### config.mk
export PLATFORM = sky130hd
export DESIGN_NAME = jts16b_busarb
export DESIGN_NICKNAME = d
export VERILOG_FILES = /design/src/rtl/jts16b_busarb.sv
export SDC_FILE = /design/constraint.sdc
export NUM_CORES = 1
export LEC_CHECK = 0
export CAP_MARGIN = 20
export CORE_MARGIN = 2
export CORE_UTILIZATION = 47
export CTS_CLUSTER_SIZE = 16
export DETAILED_ROUTE_END_ITERATION = 8
export GPL_TIMING_DRIVEN = 0
export MAX_ROUTING_LAYER = met4
export PLACE_DENSITY = 0.79
export SETUP_SLACK_MARGIN = 0.4
export SYNTH_ARGS = -nofsm -noshare
export SYNTH_HDL_FRONTEND = slang
export SYNTH_SLANG_ARGS = --single-unit
### constraint.sdc
create_clock -name clk -period 5.42 [get_ports clk]
set_input_delay 1.084 -clock clk [delete_from_list [all_inputs] [get_ports clk]]
set_output_delay 1.084 -clock clk [all_outputs]
set_load 0.005 [all_outputs]
### src/rtl/jts16b_busarb.sv
// jts16b_busarb: lets the MCU borrow the 68000 bus for one read/write cycle via BR/BG/BGACK.
module jts16b_busarb #(
    parameter int TOUT = 31,
    parameter int TW   = 5
) (
    input  logic        clk,
    input  logic        rst,
    input  logic        cen,
    input  logic        mcu_rq,
    input  logic        mcu_we,
    input  logic [22:0] mcu_addr,
    input  logic [1:0]  mcu_dsn,
    input  logic [15:0] mcu_wdata,
    output logic [15:0] mcu_rdata,
    output logic        mcu_ack,
    output logic        mcu_err,
    output logic        cpu_brn,
    input  logic        cpu_bgn,
    input  logic        cpu_asn,
    output logic        cpu_bgackn,
    output logic        bus_asn,
    output logic [1:0]  bus_dsn,
    output logic        bus_rnw,
    output logic [22:0] bus_addr,
    output logic [15:0] bus_dout,
    input  logic [15:0] bus_din,
    input  logic        bus_dtackn,
    output logic        busy
);
    typedef enum logic [2:0] {IDLE, REQ, GRANT, CYC, DONE, REL} state_t;

    state_t         st, nx;
    logic           we_l;
    logic [22:0]    addr_l;
    logic [1:0]     dsn_l;
    logic [15:0]    wdata_l;
    logic [TW-1:0]  cnt, cnt_n;
    logic           dtack, tout, owned;

    assign dtack = !bus_dtackn;
    assign cnt_n = cnt + TW'(1);
    assign tout  = cnt_n == TW'(TOUT);
    assign owned = nx == GRANT || nx == CYC || nx == DONE;

    always_comb begin
        nx = st;
        case (st)
            IDLE:    nx = mcu_rq ? REQ : IDLE;
            REQ:     nx = (!cpu_bgn && cpu_asn) ? GRANT : REQ;
            GRANT:   nx = CYC;
            CYC:     nx = (dtack || tout) ? DONE : CYC;
            DONE:    nx = REL;
            default: nx = IDLE;
        endcase
    end

    // Outputs are registered from the next state so they change together with it
    always_ff @(posedge clk or posedge rst) begin
        if (rst) begin
            st         <= IDLE;
            we_l       <= 1'b0;
            addr_l     <= '0;
            dsn_l      <= 2'b11;
            wdata_l    <= '0;
            cnt        <= '0;
            cpu_brn    <= 1'b1;
            cpu_bgackn <= 1'b1;
            bus_asn    <= 1'b1;
            bus_dsn    <= 2'b11;
            bus_rnw    <= 1'b1;
            bus_addr   <= '0;
            bus_dout   <= '0;
            mcu_rdata  <= '0;
            mcu_ack    <= 1'b0;
            mcu_err    <= 1'b0;
            busy       <= 1'b0;
        end else if (cen) begin
            st         <= nx;
            cpu_brn    <= nx != REQ;
            cpu_bgackn <= !owned;
            bus_asn    <= nx != CYC;
            bus_dsn    <= nx == CYC ? dsn_l : 2'b11;
            bus_rnw    <= owned ? !we_l : 1'b1;
            mcu_ack    <= nx == DONE;
            busy       <= nx != IDLE;
            cnt        <= st == CYC ? cnt_n : '0;
            if (st == IDLE && mcu_rq) begin
                we_l    <= mcu_we;
                addr_l  <= mcu_addr;
                dsn_l   <= mcu_dsn;
                wdata_l <= mcu_wdata;
            end
            if (nx == GRANT) begin
                bus_addr <= addr_l;
                bus_dout <= wdata_l;
            end
            // DTACK takes priority over a timeout landing on the same tick
            if (st == CYC && (dtack || tout)) begin
                mcu_err <= !dtack;
                if (dtack && !we_l) mcu_rdata <= bus_din;
            end
        end
    end
endmodule

==> results.ini <==
[floorplan]
die_w_um=102
die_y_um=102
boundaryPins=129
coreArea_mm2=0.00928
die_area_mm2=0.0104
initial_utilization=0.485
num_rows=35

[finish]
drive_gt1_frac=0.317
antenna_cells=0
synthToLayoutAreaGrowth_pct=45.8
nets=518
stdcell_count=593
utilization=0.708

[sta]
rsz0062_at_grt=false
finalCritPeriodShare=0.489
tightestPinTransition_ps=656
skew_ps=5.50
final.min_clock_period_ps=2650
maxSlewViolCount=0
finalHoldViolations=0
fmax_ghz=0.377
slew_headroom=0.557
setup_viol=0

[synth]
async_reset_ff_frac=1.00
yosys_warnings=0
synth_fp_nets=371
syn_area_mm2=0.00451
ys_ff_latch=114
yosys.area.top_type=dfrtp_1
avgSynthCellArea_um2=14.8
synth_top_area_share=0.589
synth_flop_cell=dfrtp_1
synthTopCellsByArea=dfrtp_1 59%, mux2_2 22%, dfstp_2 4.7%, mux2_1 2.0%, buf_6 1.2%
syn_inst=304
ys_seq_area_frac=0.635
synth_edf_count=0
synth_cell_types=34

[place]
place_congestion=0.817
dp_hpwl_um=6340
portBuffers=127
dp_cells=561

[setup_path]
path_buf_inv=1
worst-setup-path-type=reg -> out
worstPathArrival_ps=1570
cp.required_ps=4340
max_stage_delay_ps=540
path_cells=clkdlybuf4s50_1
start_kind=flip-flop
cp_max_fo=2
end_kind=output port
worst_path_max_delay_cell=clkdlybuf4s50_1
cp_top_family=buffers and inverters

[global_route]
grt_overflow=0
grt_start_max_net_pins=75
antenna_found_initial=0
grt_pass1_vias=3040
grt_pass1_wl_um=14400
grtUsageTotal=0.189

[route]
drt_iter0_drc=110
wire_per_inst_um=15.3
route.detailed.drc=0
drtPass1Iterations=4
totalWireLength_um=9050
vias=2928
ant_nets=0
via_per_inst=4.94

[run]
maxCapViolCount=0

[clock_network]
hold_buffers=0
cts_resized=0
cts_num_sinks=114
cts_root_buf=clkbuf_8
clk_pin_slew_worst_paths_ps=60
cts_made_buffers=17
htreeDepth=4
cts_tree=done
clk_latency_ps=510
cts_buffer_depth=2
post_cts_buffers=0

[outcome]
status=finished clean

[power]
p_per_area_mw_per_mm2=558
ir_drop_mv=0.352
p_leak_nw=2.85

[worst_hold_path]
hp-class=reg -> reg

-- state kept, by name (all words and copies together) (netlist names) --
signal and cells:
bus_addr 23, cnt 5, we_l 1, cpu_brn 1, mcu_rdata 16, wdata_l 16, cpu_bgackn 1, mcu_err 1
bus_dout 16, dsn_l 2, bus_dsn 2, mcu_ack 1, st 3, busy 1, bus_asn 1, addr_l 23
bus_rnw 1
-- layout make-up --
cell class	count	area, µm²
multi-input cells	171	1520
flip-flops and latches	114	2860
inverters	5	21.3
fillers	683	2710
clock inverters	12	156
well taps	129	161
plain buffers	14	108
repair buffers	128	1300
clock buffers	20	445
-- report_power, final --
part	internal (W)	total, W	leakage, nW	switching, W
clock network	0.000724	0.00111	0.283	0.000385
logic	0.000757	0.00111	1.18	0.000353
registers	0.00126	0.00145	1.39	0.000187
total	0.00274	0.00367	2.85	0.000925
-- cells by family after synthesis --
logic type | after synthesis | synth area share
AO/OA/AOI/OAI | 26 | 0.0353
XOR/XNOR | 1 | 0.00194
adder cells (fa/ha/maj) | 2 | 0.00555
buffers and inverters | 19 | 0.0280
flip-flops | 114 | 0.635
multiplexers | 97 | 0.242
AND/OR/NAND/NOR | 45 | 0.0516
-- through the flow --
| step | total power (W) | TNS (ps) | setup WS, ps | instance area (µm²) | hold slack, ps |
|---|---|---|---|---|---|
| after floorplan | 0.00196 | 0 | 1330 | 4510 | 452 |
| after global routing | 0.00388 | 0 | 2720 | 6570 | 508 |
| final | 0.00367 | 0 | 2770 | 6570 | 481 |
| after CTS | 0.00372 | 0 | 2750 | 6570 | 488 |
| after global placement | 0.00253 | -14080 | -137 | 5940 | 459 |
| after detailed placement | 0.00259 | 0 | 2600 | 5970 | 477 |
-- cells in the mapped netlist (2+ instances only) --
cell type / number
a31oi_1: 3
dfstp_2: 8
o21ai_0: 10
inv_1: 5
a21oi_1: 6
mux2_2: 89
nand2_1: 15
nor2_1: 14
mux2_1: 8
ha_1: 2
dfrtp_1: 106
buf_2: 5
buf_4: 3
or2_2: 2
and3_1: 3
buf_6: 5
nand2b_1: 3
-- metal layers --
metal  up-vias  track usage  wire length (µm)  part of all wire
met4         0       0.0708                86            0.0095
met3        11       0.0643               619             0.068
met5         -            -                 0                 0
met1      1444        0.230              4000              0.44
li1       1371            -                 -                 -
met2       102        0.294              4340              0.48
-- cell usage in the layout, fill, tap and decap left out, types with 5 or more instances in the layout --
master           instances
mux2_2                  89
clkdlybuf4s50_1        127
buf_2                    5
dfstp_2                  8
nor2_1                  14
dfrtp_1                106
o21ai_0                 10
clkbuf_16               16
buf_6                    5
mux2_1                   8
nand2_1                 15
a21oi_1                  6
-- final timing paths --
check,slack (ps),to,cells after the start,startpoint
max,2770,bus_dsn[1],1,bus_dsn[1]$_DFFE_PP1P_
min,480,bus_addr[6]$_DFFE_PP0P_,1,addr_l[6]$_DFFE_PP0P_
max reg2reg,3390,bus_asn$_DFFE_PP1P_,5,cnt[1]$_DFFE_PP0P_
min reg2reg,480,bus_addr[6]$_DFFE_PP0P_,1,addr_l[6]$_DFFE_PP0P_
max in group asynchronous,3720,dsn_l[1]$_DFFE_PP1P_,3,rst
min in group asynchronous,970,wdata_l[8]$_DFFE_PP0P_,2,rst
Note: power is estimated with default switching activity, not from simulation.
